<file path="config.mk">
export PLATFORM = sky130hd
export DESIGN_NAME = ring_pattern_gen_flat
export DESIGN_NICKNAME = d
export VERILOG_FILES = /design/src/rtl/ring_pattern_gen_if.sv /design/src/rtl/ring_pattern_gen.sv /design/src/flat_wrapper.sv
export SDC_FILE = /design/constraint.sdc
export NUM_CORES = 1
export LEC_CHECK = 0
export ABC_CLOCK_PERIOD_IN_PS = 8230
export CAP_MARGIN = 20
export CORE_ASPECT_RATIO = 1.5
export CORE_MARGIN = 4
export CORE_UTILIZATION = 30
export DETAILED_ROUTE_END_ITERATION = 16
export PLACE_DENSITY_LB_ADDON = 0.1
export SLEW_MARGIN = 20
export SYNTH_ARGS = -nofsm -noshare
export SYNTH_HDL_FRONTEND = slang
export SYNTH_SLANG_ARGS = --single-unit
</file>
<file path="constraint.sdc">
create_clock -name clk -period 8.23 [get_ports clk]
set_input_delay 2.0575 -clock clk [delete_from_list [all_inputs] [get_ports clk]]
set_output_delay 2.0575 -clock clk [all_outputs]
set_load 0.01 [all_outputs]
</file>
<file path="src/rtl/ring_pattern_gen_if.sv">
// Pixel request / result bundle between the scan controller, the ring
// generator and the panel shifter.
interface ring_pattern_gen_if #(
  parameter int COLS = 64,
  parameter int ROWS = 64
);
  localparam int CW = $clog2(COLS);
  localparam int RW = $clog2(ROWS);

  logic          in_valid;
  logic [RW-2:0] line;
  logic [CW-1:0] column;

  logic          out_valid;
  logic [RW-2:0] out_line;
  logic [CW-1:0] out_column;
  logic          r1, g1, b1;
  logic          r2, g2, b2;

  modport master (
    output in_valid, line, column,
    input  out_valid, out_line, out_column, r1, g1, b1, r2, g2, b2
  );

  modport slave (
    input  in_valid, line, column,
    output out_valid, out_line, out_column, r1, g1, b1, r2, g2, b2
  );
endinterface

</file>
<file path="src/rtl/ring_pattern_gen.sv">
// Concentric-ring pixel generator: per-pixel squared-distance test against up
// to three animated rings (R/G/B), upper and lower panel halves in parallel.
module ring_pattern_gen #(
  parameter int COLS      = 64,
  parameter int ROWS      = 64,
  parameter int NUM_RINGS = 3
) (
  input  logic                     clk,
  input  logic                     rst_n,
  ring_pattern_gen_if.slave        pix,
  input  logic                     frame_tick,
  input  logic                     anim_en,
  input  logic                     cfg_we,
  input  logic [1:0]               cfg_idx,
  input  logic [$clog2(COLS)-1:0]  cfg_cx,
  input  logic [$clog2(ROWS)-1:0]  cfg_cy,
  input  logic [$clog2(ROWS)-1:0]  cfg_r_in,
  input  logic [$clog2(ROWS)-1:0]  cfg_r_out,
  input  logic                     cfg_vx_neg,
  input  logic                     cfg_vy_neg
);
  localparam int CW = $clog2(COLS);
  localparam int RW = $clog2(ROWS);
  localparam int MW = (CW > RW) ? CW : RW;
  localparam int DW = 2 * MW + 2;
  localparam int NR = NUM_RINGS;
  localparam logic [MW:0] ONE_M = (MW+1)'(1);

  // Ring state
  logic [CW-1:0] r_cx    [NR];
  logic [RW-1:0] r_cy    [NR];
  logic [DW-1:0] r_rin2  [NR];
  logic [DW-1:0] r_rout2 [NR];
  logic [NR-1:0] r_dir_x;
  logic [NR-1:0] r_dir_y;

  // Pipeline registers
  logic          r_s0_valid;
  logic [RW-2:0] r_s0_line;
  logic [CW-1:0] r_s0_col;
  logic [MW:0]   r_s0_dx  [NR];
  logic [MW:0]   r_s0_dyt [NR];
  logic [MW:0]   r_s0_dyb [NR];
  logic          r_s1_valid;
  logic [RW-2:0] r_s1_line;
  logic [CW-1:0] r_s1_col;
  logic [DW-1:0] r_s1_dt  [NR];
  logic [DW-1:0] r_s1_db  [NR];

  logic [MW:0]   w_x, w_yt, w_yb;
  logic [MW:0]   w_dx  [NR];
  logic [MW:0]   w_dyt [NR];
  logic [MW:0]   w_dyb [NR];
  logic [2:0]    w_hit_top, w_hit_bot;

  function automatic logic [DW-1:0] sq_r(input logic [RW-1:0] r);
    logic [DW-1:0] e;
    e = DW'(r);
    return e * e;
  endfunction

  // Square of a two's-complement difference via its magnitude.
  function automatic logic [DW-1:0] sq_mag(input logic [MW:0] d);
    logic [MW:0]   m;
    logic [DW-1:0] e;
    if (d[MW]) m = ~d + ONE_M;
    else       m = d;
    e = DW'(m[MW-1:0]);
    return e * e;
  endfunction

  function automatic logic [CW:0] step_x(input logic dir, input logic [CW-1:0] p);
    logic [CW-1:0] pmax;
    pmax = '1;
    if (!dir) begin
      if (p == pmax) step_x = {1'b1, p - CW'(1)};
      else           step_x = {1'b0, p + CW'(1)};
    end else begin
      if (p == '0)   step_x = {1'b0, CW'(1)};
      else           step_x = {1'b1, p - CW'(1)};
    end
  endfunction

  function automatic logic [RW:0] step_y(input logic dir, input logic [RW-1:0] p);
    logic [RW-1:0] pmax;
    pmax = '1;
    if (!dir) begin
      if (p == pmax) step_y = {1'b1, p - RW'(1)};
      else           step_y = {1'b0, p + RW'(1)};
    end else begin
      if (p == '0)   step_y = {1'b0, RW'(1)};
      else           step_y = {1'b1, p - RW'(1)};
    end
  endfunction

  // Ring configuration and per-frame bounce; a write beats a tick on its ring.
  always_ff @(posedge clk or negedge rst_n) begin
    if (!rst_n) begin
      for (int i = 0; i < NR; i++) begin
        r_cx[i]    <= CW'((i + 1) * COLS / 4);
        r_cy[i]    <= RW'(ROWS / 2);
        r_rin2[i]  <= DW'((ROWS / 4 - 2) * (ROWS / 4 - 2));
        r_rout2[i] <= DW'((ROWS / 4) * (ROWS / 4));
        r_dir_x[i] <= 1'b0;
        r_dir_y[i] <= ((i % 2) == 1);
      end
    end else begin
      for (int i = 0; i < NR; i++) begin
        if (cfg_we && (cfg_idx == 2'(i))) begin
          r_cx[i]    <= cfg_cx;
          r_cy[i]    <= cfg_cy;
          r_rin2[i]  <= sq_r(cfg_r_in);
          r_rout2[i] <= sq_r(cfg_r_out);
          r_dir_x[i] <= cfg_vx_neg;
          r_dir_y[i] <= cfg_vy_neg;
        end else if (frame_tick && anim_en) begin
          {r_dir_x[i], r_cx[i]} <= step_x(r_dir_x[i], r_cx[i]);
          {r_dir_y[i], r_cy[i]} <= step_y(r_dir_y[i], r_cy[i]);
        end else begin
          r_cx[i] <= r_cx[i];
        end
      end
    end
  end

  // Signed per-ring offsets; the lower-half row is the line with the MSB set.
  always_comb begin
    w_x  = (MW+1)'(pix.column);
    w_yt = (MW+1)'({1'b0, pix.line});
    w_yb = (MW+1)'({1'b1, pix.line});
    for (int i = 0; i < NR; i++) begin
      w_dx[i]  = w_x  - (MW+1)'(r_cx[i]);
      w_dyt[i] = w_yt - (MW+1)'(r_cy[i]);
      w_dyb[i] = w_yb - (MW+1)'(r_cy[i]);
    end
  end

  // S0: latch request and offsets against the current centres.
  always_ff @(posedge clk or negedge rst_n) begin
    if (!rst_n) begin
      r_s0_valid <= 1'b0;
      r_s0_line  <= '0;
      r_s0_col   <= '0;
      for (int i = 0; i < NR; i++) begin
        r_s0_dx[i]  <= '0;
        r_s0_dyt[i] <= '0;
        r_s0_dyb[i] <= '0;
      end
    end else begin
      r_s0_valid <= pix.in_valid;
      r_s0_line  <= pix.line;
      r_s0_col   <= pix.column;
      for (int i = 0; i < NR; i++) begin
        r_s0_dx[i]  <= w_dx[i];
        r_s0_dyt[i] <= w_dyt[i];
        r_s0_dyb[i] <= w_dyb[i];
      end
    end
  end

  // S1: squared distances for both halves.
  always_ff @(posedge clk or negedge rst_n) begin
    if (!rst_n) begin
      r_s1_valid <= 1'b0;
      r_s1_line  <= '0;
      r_s1_col   <= '0;
      for (int i = 0; i < NR; i++) begin
        r_s1_dt[i] <= '0;
        r_s1_db[i] <= '0;
      end
    end else begin
      r_s1_valid <= r_s0_valid;
      r_s1_line  <= r_s0_line;
      r_s1_col   <= r_s0_col;
      for (int i = 0; i < NR; i++) begin
        r_s1_dt[i] <= sq_mag(r_s0_dx[i]) + sq_mag(r_s0_dyt[i]);
        r_s1_db[i] <= sq_mag(r_s0_dx[i]) + sq_mag(r_s0_dyb[i]);
      end
    end
  end

  // Annulus membership; absent rings leave their channel dark.
  always_comb begin
    w_hit_top = 3'b000;
    w_hit_bot = 3'b000;
    for (int i = 0; i < NR; i++) begin
      w_hit_top[i] = (r_rin2[i] <= r_s1_dt[i]) && (r_s1_dt[i] <= r_rout2[i]);
      w_hit_bot[i] = (r_rin2[i] <= r_s1_db[i]) && (r_s1_db[i] <= r_rout2[i]);
    end
  end

  // S2: registered outputs, held between valid results.
  always_ff @(posedge clk or negedge rst_n) begin
    if (!rst_n) begin
      pix.out_valid  <= 1'b0;
      pix.out_line   <= '0;
      pix.out_column <= '0;
      {pix.r1, pix.g1, pix.b1} <= 3'b000;
      {pix.r2, pix.g2, pix.b2} <= 3'b000;
    end else begin
      pix.out_valid <= r_s1_valid;
      if (r_s1_valid) begin
        pix.out_line   <= r_s1_line;
        pix.out_column <= r_s1_col;
        {pix.r1, pix.g1, pix.b1} <= {w_hit_top[0], w_hit_top[1], w_hit_top[2]};
        {pix.r2, pix.g2, pix.b2} <= {w_hit_bot[0], w_hit_bot[1], w_hit_bot[2]};
      end else begin
        pix.out_line <= pix.out_line;
      end
    end
  end
endmodule

</file>
<file path="src/flat_wrapper.sv">
// flat-port wrapper written by rule: the top's interface ports become plain ports
module ring_pattern_gen_flat 
#(
  parameter int COLS      = 64,
  parameter int ROWS      = 64,
  parameter int NUM_RINGS = 3
)
  (clk, rst_n, frame_tick, anim_en, cfg_we, cfg_idx, cfg_cx, cfg_cy, cfg_r_in, cfg_r_out, cfg_vx_neg, cfg_vy_neg, pix_in_valid, pix_line, pix_column, pix_out_valid, pix_out_line, pix_out_column, pix_r1, pix_g1, pix_b1, pix_r2, pix_g2, pix_b2);
  ring_pattern_gen_if #(.COLS(COLS), .ROWS(ROWS)) pix_i ();
  input  logic clk;
  input  logic rst_n;
  input  logic frame_tick;
  input  logic anim_en;
  input  logic cfg_we;
  input  logic [1:0] cfg_idx;
  input  logic [$clog2(COLS)-1:0] cfg_cx;
  input  logic [$clog2(ROWS)-1:0] cfg_cy;
  input  logic [$clog2(ROWS)-1:0] cfg_r_in;
  input  logic [$clog2(ROWS)-1:0] cfg_r_out;
  input  logic cfg_vx_neg;
  input  logic cfg_vy_neg;
  input wire logic [$bits(pix_i.in_valid)-1:0] pix_in_valid;
  input wire logic [$bits(pix_i.line)-1:0] pix_line;
  input wire logic [$bits(pix_i.column)-1:0] pix_column;
  output wire logic [$bits(pix_i.out_valid)-1:0] pix_out_valid;
  output wire logic [$bits(pix_i.out_line)-1:0] pix_out_line;
  output wire logic [$bits(pix_i.out_column)-1:0] pix_out_column;
  output wire logic [$bits(pix_i.r1)-1:0] pix_r1;
  output wire logic [$bits(pix_i.g1)-1:0] pix_g1;
  output wire logic [$bits(pix_i.b1)-1:0] pix_b1;
  output wire logic [$bits(pix_i.r2)-1:0] pix_r2;
  output wire logic [$bits(pix_i.g2)-1:0] pix_g2;
  output wire logic [$bits(pix_i.b2)-1:0] pix_b2;
  assign pix_i.in_valid = pix_in_valid;
  assign pix_i.line = pix_line;
  assign pix_i.column = pix_column;
  assign pix_out_valid = pix_i.out_valid;
  assign pix_out_line = pix_i.out_line;
  assign pix_out_column = pix_i.out_column;
  assign pix_r1 = pix_i.r1;
  assign pix_g1 = pix_i.g1;
  assign pix_b1 = pix_i.b1;
  assign pix_r2 = pix_i.r2;
  assign pix_g2 = pix_i.g2;
  assign pix_b2 = pix_i.b2;
  ring_pattern_gen #(.COLS(COLS), .ROWS(ROWS), .NUM_RINGS(NUM_RINGS)) u_core (.clk(clk), .rst_n(rst_n), .pix(pix_i), .frame_tick(frame_tick), .anim_en(anim_en), .cfg_we(cfg_we), .cfg_idx(cfg_idx), .cfg_cx(cfg_cx), .cfg_cy(cfg_cy), .cfg_r_in(cfg_r_in), .cfg_r_out(cfg_r_out), .cfg_vx_neg(cfg_vx_neg), .cfg_vy_neg(cfg_vy_neg));
endmodule
</file>
### Word level (Yosys, flattened, before mapping)

Index checks and enable logic that the tools add are counted.

| storage, ports and cells | value |
|---|---|
| input bits | 45 |
| register bits after elaboration | 303 |
| logic and storage cells | 195 |
| output and inout port bits | 18 |

| cells by class | value |
|---|---|
| reductions and logical operators | 20 |
| equal/unequal tests | 8 |
| multiplexer cells | 51 |
| bitwise logic cells | 9 |
| $mul | 11 |
| magnitude comparators | 12 |
| add/sub/neg operators | 36 |

Operators with widths:

| kind | number |
|---|---|
| 6-bit by 6-bit multiplier with 12-bit output | 11 |
| 6-bit two-way mux | 21 |
| 7-bit two-way mux | 18 |
| 6-bit by 1-bit adder with 6-bit output (second input constant) | 15 |
| 12-bit by 14-bit less-or-equal comparator with 1-bit output | 6 |
| 14-bit by 12-bit less-or-equal comparator with 1-bit output | 6 |
| 12-bit by 12-bit adder with 13-bit output | 6 |
| 6-bit NOT | 9 |
| 6-bit by 6-bit subtractor with 7-bit output | 6 |
| 6-bit equality test (second input constant) | 6 |
| 6-bit logical NOT | 6 |
| 6-bit by 1-bit subtractor with 6-bit output (second input constant) | 6 |
| 5-bit by 6-bit subtractor with 7-bit output | 3 |
| 1-bit two-way mux | 12 |
| 1-bit logical AND | 10 |
| 2-bit nonzero test | 3 |
| 2-bit by 1-bit equality test with 1-bit output (second input constant) | 1 |
| 2-bit equality test (second input constant) | 1 |
| 2-bit logical NOT | 1 |

### Logic depth before layout (Yosys ltp)

Gate-level depths: netlist of the first run.

| depth | value |
|---|---|
| depth after elaboration | 5 |
| gate-level depth with buffers | 25 |
| mapped depth without buffers | 25 |

### Least setup slack after synthesis of the first run

OpenSTA, ideal clock, no wires.

| path | value |
|---|---|
| path type | register to register |
| from | reg u_core.r_s0_dx[16] (netlist bit) |
| to | reg u_core.r_s1_dt[40] (netlist bit) |
| setup time | 116 ps |
| data required time | 8114 ps |
| stages on the path, launching flop included | 21 |
| arrival time | 5973 ps |
| clock period less this slack | 6089 ps |
| slack | 2141 ps |
| buffers on the path | 0 |
| cells stage by stage | dfrtp_1 or3_1 o31ai_1 xor2_1 nor2_1 fa_1 inv_1 fa_1 fa_1 inv_1 ha_1 and3b_1 o21a_1 o21a_1 nor2_1 xnor2_1 fa_1 ha_1 or4_1 a2111o_1 o311ai_0 |

| on the way | value |
|---|---|
| longest elaborated chain between the ends | 5 |

Ends and longest elaborated chain:

| what | line | source |
|---|---|---|
| start, declared | ring_pattern_gen.sv:41 | `logic [MW:0] r_s0_dx [NR];` |
| start signal, assigned by index | ring_pattern_gen.sv:154 | `r_s0_dx[i] <= w_dx[i];` |
| 6-bit NOT | ring_pattern_gen.sv:66 | `if (d[MW]) m = ~d + ONE_M;` |
| 6-bit by 1-bit adder with 6-bit output | ring_pattern_gen.sv:66 |  |
| 6-bit two-way mux * | ring_pattern_gen.sv:66 |  |
| 6-bit by 6-bit multiplier with 12-bit output * | ring_pattern_gen.sv:69 | `return e * e;` |
| 12-bit by 12-bit adder with 13-bit output * | ring_pattern_gen.sv:176 | `r_s1_dt[i] <= sq_mag(r_s0_dx[i]) + sq_mag(r_s0_dyt[i]);` |
| end signal, assigned by index | ring_pattern_gen.sv:176 |  |
| end, declared | ring_pattern_gen.sv:47 | `logic [DW-1:0] r_s1_dt [NR];` |

Every way passes the cells marked *; elsewhere a longest branch is shown, timed or not.
A chain may end at the register's enable or synchronous reset.

### Worst setup path after layout of the first run

| path | value |
|---|---|
| from | reg u_core.r_s0_dx[14] (netlist bit) |
| to | reg u_core.r_s1_db[40] (netlist bit) |

| on the way | value |
|---|---|
| longest elaborated chain between the ends | 5 |

Ends and longest elaborated chain:

| what | line | source |
|---|---|---|
| 6-bit NOT | ring_pattern_gen.sv:66 |  |
| 6-bit by 1-bit adder with 6-bit output | ring_pattern_gen.sv:66 |  |
| 6-bit two-way mux * | ring_pattern_gen.sv:66 |  |
| 6-bit by 6-bit multiplier with 12-bit output * | ring_pattern_gen.sv:69 |  |
| 12-bit by 12-bit adder with 13-bit output * | ring_pattern_gen.sv:177 | `r_s1_db[i] <= sq_mag(r_s0_dx[i]) + sq_mag(r_s0_dyb[i]);` |
| end signal, assigned by index | ring_pattern_gen.sv:177 |  |
| end, declared | ring_pattern_gen.sv:48 | `logic [DW-1:0] r_s1_db [NR];` |

Marks and branches as above.

==> summary.md, run 1 <==
| Metric | Value |
|---|---|
| Avg Inst Size Synth | 9.00 um2 |
| Top cells by area, synth | dfrtp_1 26%, ha_1 18%, fa_1 12%, inv_1 6.4%, nand2_1 3.8% |
| Slew @ Worst Pin | 1.02 ns |
| Routed length per instance | 18.1 um |
| Fin crit share | 79.9% |
| Synth cell types | 72 |
| Slew Viols, Final | 0 |
| Unrepaired setup endpoints after global routing | no |
| Worst Path Required | 8.70 ns |
| Num CTS Buffers | 34 |
| Fill cell count | 8251 |
| Met2 GRT Util | 29.8% |
| Fin Clk Skew | 0.0394 ns |
| #FFs+latches synth | 267 |
| DRT Pass-1 Iters | 5 |
| WP buf/inv | 5 |
| Tmin final | 6.58 ns |
| CTS tree | yes |
| Nets | 3277 |
| Met1 GRT Util | 19.3% |
| Max Cap Viol | 0 |
| Crit Path Class | flip-flop to flip-flop |
| Drt via density | 4.84 |
| Yosys top cell area share | 25.5% |
| Most used DFF post-synth | dfrtp_1 |
| Gate Count Post-Synth | 2689 |
| Startpoint Class | flip-flop |
| Fin Setup TNS | 0 ns |
| Delay-heaviest family, CP | adder cells |
| Commonest cells post-synth | 410 x inv_1, 347 x ha_1, 247 x dfrtp_1, 242 x nand2_1, 230 x nor2_1 |
| Syn_nets | 3223 |
| Post-CTS Resized | 0 |
| Via count of the first global-routing pass | 19513 |
| Slowest cell on crit path | fa_1 |
| Met3 usage | 1.79% |
| # IOs | 63 |
| PortBufs | 62 |
| Synth area leader | dfrtp_1 |
| Final instance area | 0.0273 mm2 |
| CTS max path bufs | 3 |
| CTS Sinks | 267 |
| Die width | 240 um |
| GPL Wtd Cong | 0.823 |
| Hold Fails Final Rpt | 0 |
| Status | complete, no violations |
| Final WL | 68800 um |
| Arr. time, crit path | 7.05 ns |
| Vias | 18412 |
| Register area share after synthesis | 27.7% |
| Core footprint | 0.0799 mm2 |
| Post-Syn Area | 0.0242 mm2 |
| Worst setup EP type | flip-flop |
| Grt peak-use layer | met2 |
| Crit path cell chain | inv_1 -> ha_1 -> inv_1 -> o31ai_1 -> xor2_1 -> nor2_1 -> fa_1 -> inv_1 -> fa_1 -> fa_1 -> inv_1 -> ha_1 -> a21o_1 -> a21oi_1 -> o21ai_0 -> nor2_1 -> xor2_1 -> fa_1 -> inv_1 -> ha_1 -> or2_2 -> o31a_1 -> a2111oi_0 -> nand4bb_1 |
| Number of enable flip-flop cells after synthesis | 0 |
| Asr flop ratio synth | 100% |
| CP max FO | 7 |
| Ys Warns | 0 |
| Hold-fix buffers at CTS | 0 |
| Initial Utilization | 30.3% |
| Hold WC Path Type | flip-flop to flip-flop |
| Initial DRC count | 811 |
| First-pass GRT wire length | 109000 um |
| Fmax | 152 MHz |
| Slowest stage delay, CP | 0.55 ns |
| Clk root buf | clkbuf_16 |
| Area delta synth->final | 12.7% |
| Crit-path most repeated cell | inv_1 |
| Die ar. | 0.0854 mm2 |
| Share of layout cells above drive strength 1 | 5.02% |
| Clk_lat worst skew | 0.57 ns |
| Final setup fails | 0 |
| Initial antenna violation count | 1 |
| H-Tree Depth | 2 |
| Gr usage total | 16.3% |
| Rel. slew slack | 32.3% |
| # rows | 127 |
| Most frequent cell after synthesis | inv_1 |
| Die Y | 356 um |
| Gr ovfl total | 0 |
| Area after DPL | 0.0260 mm2 |
| DPL Wire Length | 56200 um |
| Post-CTS setup buffers | 0 |
| DRC Markers | 0 |
| Pin count of the biggest net entering global routing | 121 |
| ANT nets after route | 0 |
| Clk slew on worst S/H paths | 0.06 ns |
==> logic make-up after synthesis <==
kind of cell / Yosys count / synth area share, %
DFF: 267 / 27.7
xor gates and xnor gates: 156 / 5.64
and+or+nand+nor: 789 / 15.4
adders and majority gates: 489 / 29.7
muxes: 27 / 1.20
buffers and inverters: 465 / 7.23
AOI/OAI and AO/OA: 496 / 13.1
==> layer usage <==
layer | up-vias | share of wire [%] | wire, um
met5 | - | 0 | 0
met4 | 0 | 4.7 | 3250
met3 | 125 | 2.3 | 1600
met2 | 292 | 51 | 35200
met1 | 8881 | 42 | 28700
li1 | 9114 | - | -
==> flip-flops by register name, indices dropped and copies added (netlist names), 18 cells and up <==
register and flops:
u_core.r_s1_dt 39, u_core.r_rin2 33, u_core.r_rout2 33, u_core.r_s1_db 30, u_core.r_s0_dx 21, u_core.r_s0_dyt 21
u_core.r_cx 18, u_core.r_cy 18
==> area by class of cell <==
type	count	area, um2	share of cell area (%)
multi-input cells	1957	15800	57.8
flip-flops and latches	267	6710	24.6
inverters	411	1540	5.66
well taps	1032	1290	4.73
clock buffers	40	893	3.28
repair buffers	72	713	2.62
clock inverters	21	367	1.34
diodes	1	2.50	0.00918
==> through the flow <==
stage / hold slack (ns) / utilization [%] / std cells / setup WS (ns)
2_1_floorplan: 0.331 / - / 2689 / 2.14
3_3_place_gp: 0.332 / 32.5 / 3739 / 1.73
3_5_place_dp: 0.335 / 32.5 / 3739 / 1.67
4_1_cts: 0.348 / 34.1 / 3800 / 1.63
5_1_grt: 0.357 / 34.1 / 3800 / 1.10
6_report: 0.343 / 34.1 / 3801 / 1.65
==> cells in the final DEF, fill, tap and decap left out, drive strengths merged, types with 7 or more instances in the layout <==
cell type      count
a2111oi            8
a211oi            21
a21o              29
a21oi             98
a221oi             7
a31oi             25
and2              16
and3               9
and4b              8
buf               11
bufinv             9
clkbuf            40
clkdlybuf4s50     61
dfrtp            247
dfstp             20
fa               142
ha               347
inv              414
mux2              16
mux2i             11
nand2            242
nand2b            31
nand3             45
nand4             22
nor2             231
nor2b             57
nor3              51
nor4               9
o211ai            11
o21a              22
o21ai            161
o21bai            14
o22ai              7
o31a              12
o31ai             17
or2               26
or3               12
or4                8
xnor2             98
xor2              58
==> worst reg2reg max path, stage by stage, from the launching register on <==
cell       delay [ns]
dfrtp_1          0.41
inv_1            0.17
ha_1             0.21
inv_1            0.05
o31ai_1          0.26
xor2_1           0.43
nor2_1           0.14
fa_1             0.52
inv_1            0.07
fa_1             0.50
fa_1             0.55
inv_1            0.04
ha_1             0.32
a21o_1           0.19
a21oi_1          0.22
o21ai_0          0.16
nor2_1           0.14
xor2_1           0.35
fa_1             0.46
inv_1            0.07
ha_1             0.25
or2_2            0.30
o31a_1           0.13
a2111oi_0        0.39
nand4bb_1        0.18
==> path summary, 6_finish.rpt <==
path,startpoint,to,slack [ns],cells after the start
max in group asynchronous,rst_n,u_core.r_s1_valid,5.47,2
min,u_core.r_s0_line[1],u_core.r_s1_line[1],0.34,0
min reg2reg,u_core.r_s0_line[1],u_core.r_s1_line[1],0.34,0
min in group asynchronous,rst_n,u_core.r_rin2[22],1.50,1
max reg2reg,u_core.r_s0_dx[14],u_core.r_s1_db[40],1.65,24
max,u_core.r_s0_dx[14],u_core.r_s1_db[40],1.65,24
Power of run 1 is left out: the tool's default activity adds up to more than one toggle a clock period on the data nets, which glitch-free logic cannot reach.
==> inputs of run 2 (changes only) <==
- ABC_CLOCK_PERIOD_IN_PS: 8230 -> 6100
- clock period: 8.23 -> 6.1 ns (I/O delays scaled with it)
==> summary.md, run 2 (synthesis gave the netlist of run 1 again) <==
| Metric | Value |
|---|---|
| Initial DRC count | 859 |
| GPL Wtd Cong | 0.886 |
| # rows | 127 |
| Clk slew on worst S/H paths | 0.07 ns |
| Initial Utilization | 30.3% |
| H-Tree Depth | 1 |
| Largest Register | u_core.r_s1_dt |
| FF+latch area | 0.00671 mm2 |
| Final setup fails | 0 |
| Drt via density | 4.80 |
| Die Y | 356 um |
| DRC Markers | 0 |
| Biggest registers after layout | u_core.r_s1_dt (39), u_core.r_rin2 (33), u_core.r_rout2 (33) |
| Worst setup EP type | flip-flop |
| Final Hold Slack | 0.337 ns |
| Final instance area | 0.0286 mm2 |
| # IOs | 63 |
| ANT nets after route | 0 |
| DRT Pass-1 Iters | 5 |
| Gr usage total | 16.1% |
| Max reg flops | 39 |
| Crit path cell chain | or3_4 -> o31ai_4 -> xor2_1 -> nor2_1 -> fa_1 -> inv_2 -> fa_1 -> fa_1 -> inv_2 -> ha_4 -> and3b_1 -> o21a_1 -> o21a_1 -> nor2_4 -> xnor2_4 -> fa_1 -> ha_2 -> or4_4 -> a2111o_1 -> o311ai_1 |
| Antenna Cells | 0 |
| Worst R2R Path Depth | 20 |
| Slew Viols, Final | 0 |
| Share of layout cells above drive strength 1 | 11.9% |
| Multi-input gate area | 0.0162 mm2 |
| CTS Sinks | 267 |
| Vias | 18850 |
| Most common cell after layout, fill and taps aside | inv_1 |
| PortBufs | 62 |
| Gr ovfl total | 0 |
| Fin Clk Skew | 0.0211 ns |
| Rel. slew slack | 33.7% |
| Initial antenna violation count | 2 |
| Area after DPL | 0.0269 mm2 |
| Fin Setup TNS | 0 ns |
| First-pass GRT wire length | 110000 um |
| Pin count of the biggest net entering global routing | 114 |
| Die ar. | 0.0854 mm2 |
| Slowest cell on crit path | fa_1 |
| Clk_lat worst skew | 0.59 ns |
| Fin crit share | 96.8% |
| Tmin final | 5.91 ns |
| Slowest stage delay, CP | 0.52 ns |
| Arr. time, crit path | 6.38 ns |
| Fill cell count | 8168 |
| Via count of the first global-routing pass | 19905 |
| DPL Wire Length | 56700 um |
| Final WL | 68600 um |
| Hold path cells | 0 |
| Clk root buf | clkbuf_16 |
| Worst Path Required | 6.57 ns |
| Num CTS Buffers | 30 |
| Die width | 240 um |
| CP max FO | 3 |
| Slew @ Worst Pin | 0.994 ns |
| Hold Fails Final Rpt | 0 |
| Hold WC Path Type | flip-flop to flip-flop |
| Max Cap Viol | 0 |
| Nets | 3403 |
| Area delta synth->final | 18.0% |
| Crit Path Class | flip-flop to flip-flop |
| Status | complete, no violations |
| Core footprint | 0.0799 mm2 |
| Crit-path most repeated cell | fa_1 |
| Fmax | 169 MHz |
| CTS max path bufs | 3 |
| Startpoint Class | flip-flop |
| Routed length per instance | 17.5 um |
| R2R Setup Slk | 0.19 ns |
| Commonest non-fill, non-tap cells in the layout | 403 x inv_1, 336 x ha_1, 247 x dfrtp_1 |
| CTS tree | yes |
==> run 2: timing repair <==
action                     4_1_cts  5_1_grt
setup endpoints to repair        6       23
cloned                           0        0
pin swaps                        3       59
hold buffers                     0        0
gates resized for setup         18       83
buffers inserted                 3        6
==> run 2: final cells by class <==
cell class / instances / share of cell area (%)
clock buffers: 40 / 3.08
clock inverters: 16 / 0.701
inverters: 411 / 5.40
multi-input cells: 1957 / 56.9
flip-flops and latches: 267 / 23.5
well taps: 1032 / 4.52
repair buffers: 202 / 5.91
==> run 2: critical path: cells and delay by family, from the launching register on <==
kind                     cells  cell delay, ns
buffers and inverters        2            0.10
flip-flops                   1            0.40
AND/OR/NAND/NOR              5            1.41
XOR/XNOR                     2            0.38
AO/OA/AOI/OAI                5            1.13
adder cells (fa/ha/maj)      6            2.37
==> run 2: through the flow <==
| stage | worst slack, ns | instances | utilization, % |
|---|---|---|---|
| 2_1_floorplan | 0.0114 | 2689 | - |
| 3_3_place_gp | -0.0522 | 3860 | 33.7 |
| 3_5_place_dp | -0.157 | 3860 | 33.7 |
| 4_1_cts | -0.0378 | 3919 | 35.2 |
| 5_1_grt | -0.0230 | 3925 | 35.7 |
| 6_report | 0.194 | 3925 | 35.7 |
==> run 2: final timing paths <==
check | start | end
setup / recovery | u_core.r_s0_dx[14] | u_core.r_s1_dt[40]
hold / removal | u_core.r_s0_line[4] | u_core.r_s1_line[4]
setup reg to reg | u_core.r_s0_dx[14] | u_core.r_s1_dt[40]
hold reg to reg | u_core.r_s0_line[4] | u_core.r_s1_line[4]
max in group asynchronous | rst_n | u_core.r_s0_line[4]
min in group asynchronous | rst_n | u_core.r_rin2[24]
==> run 2: per-layer routing <==
layer  vias up  part of all wire, %  GRT usage [%]
met5         -                    0              0
met4         0                  3.6           5.51
met3        97                  2.2           1.17
met2       269                   53           30.3
met1      9102                   41           19.3
li1       9382                    -              -
Power of run 2 is left out for the same reason.
==> inputs of run 3 (changes only) <==
- ABC_AREA: not set -> 0
==> results of run 3 <==
No change in the layout: final DEF, timing and power equal those of run 2.
Power of run 3 is left out for the same reason.
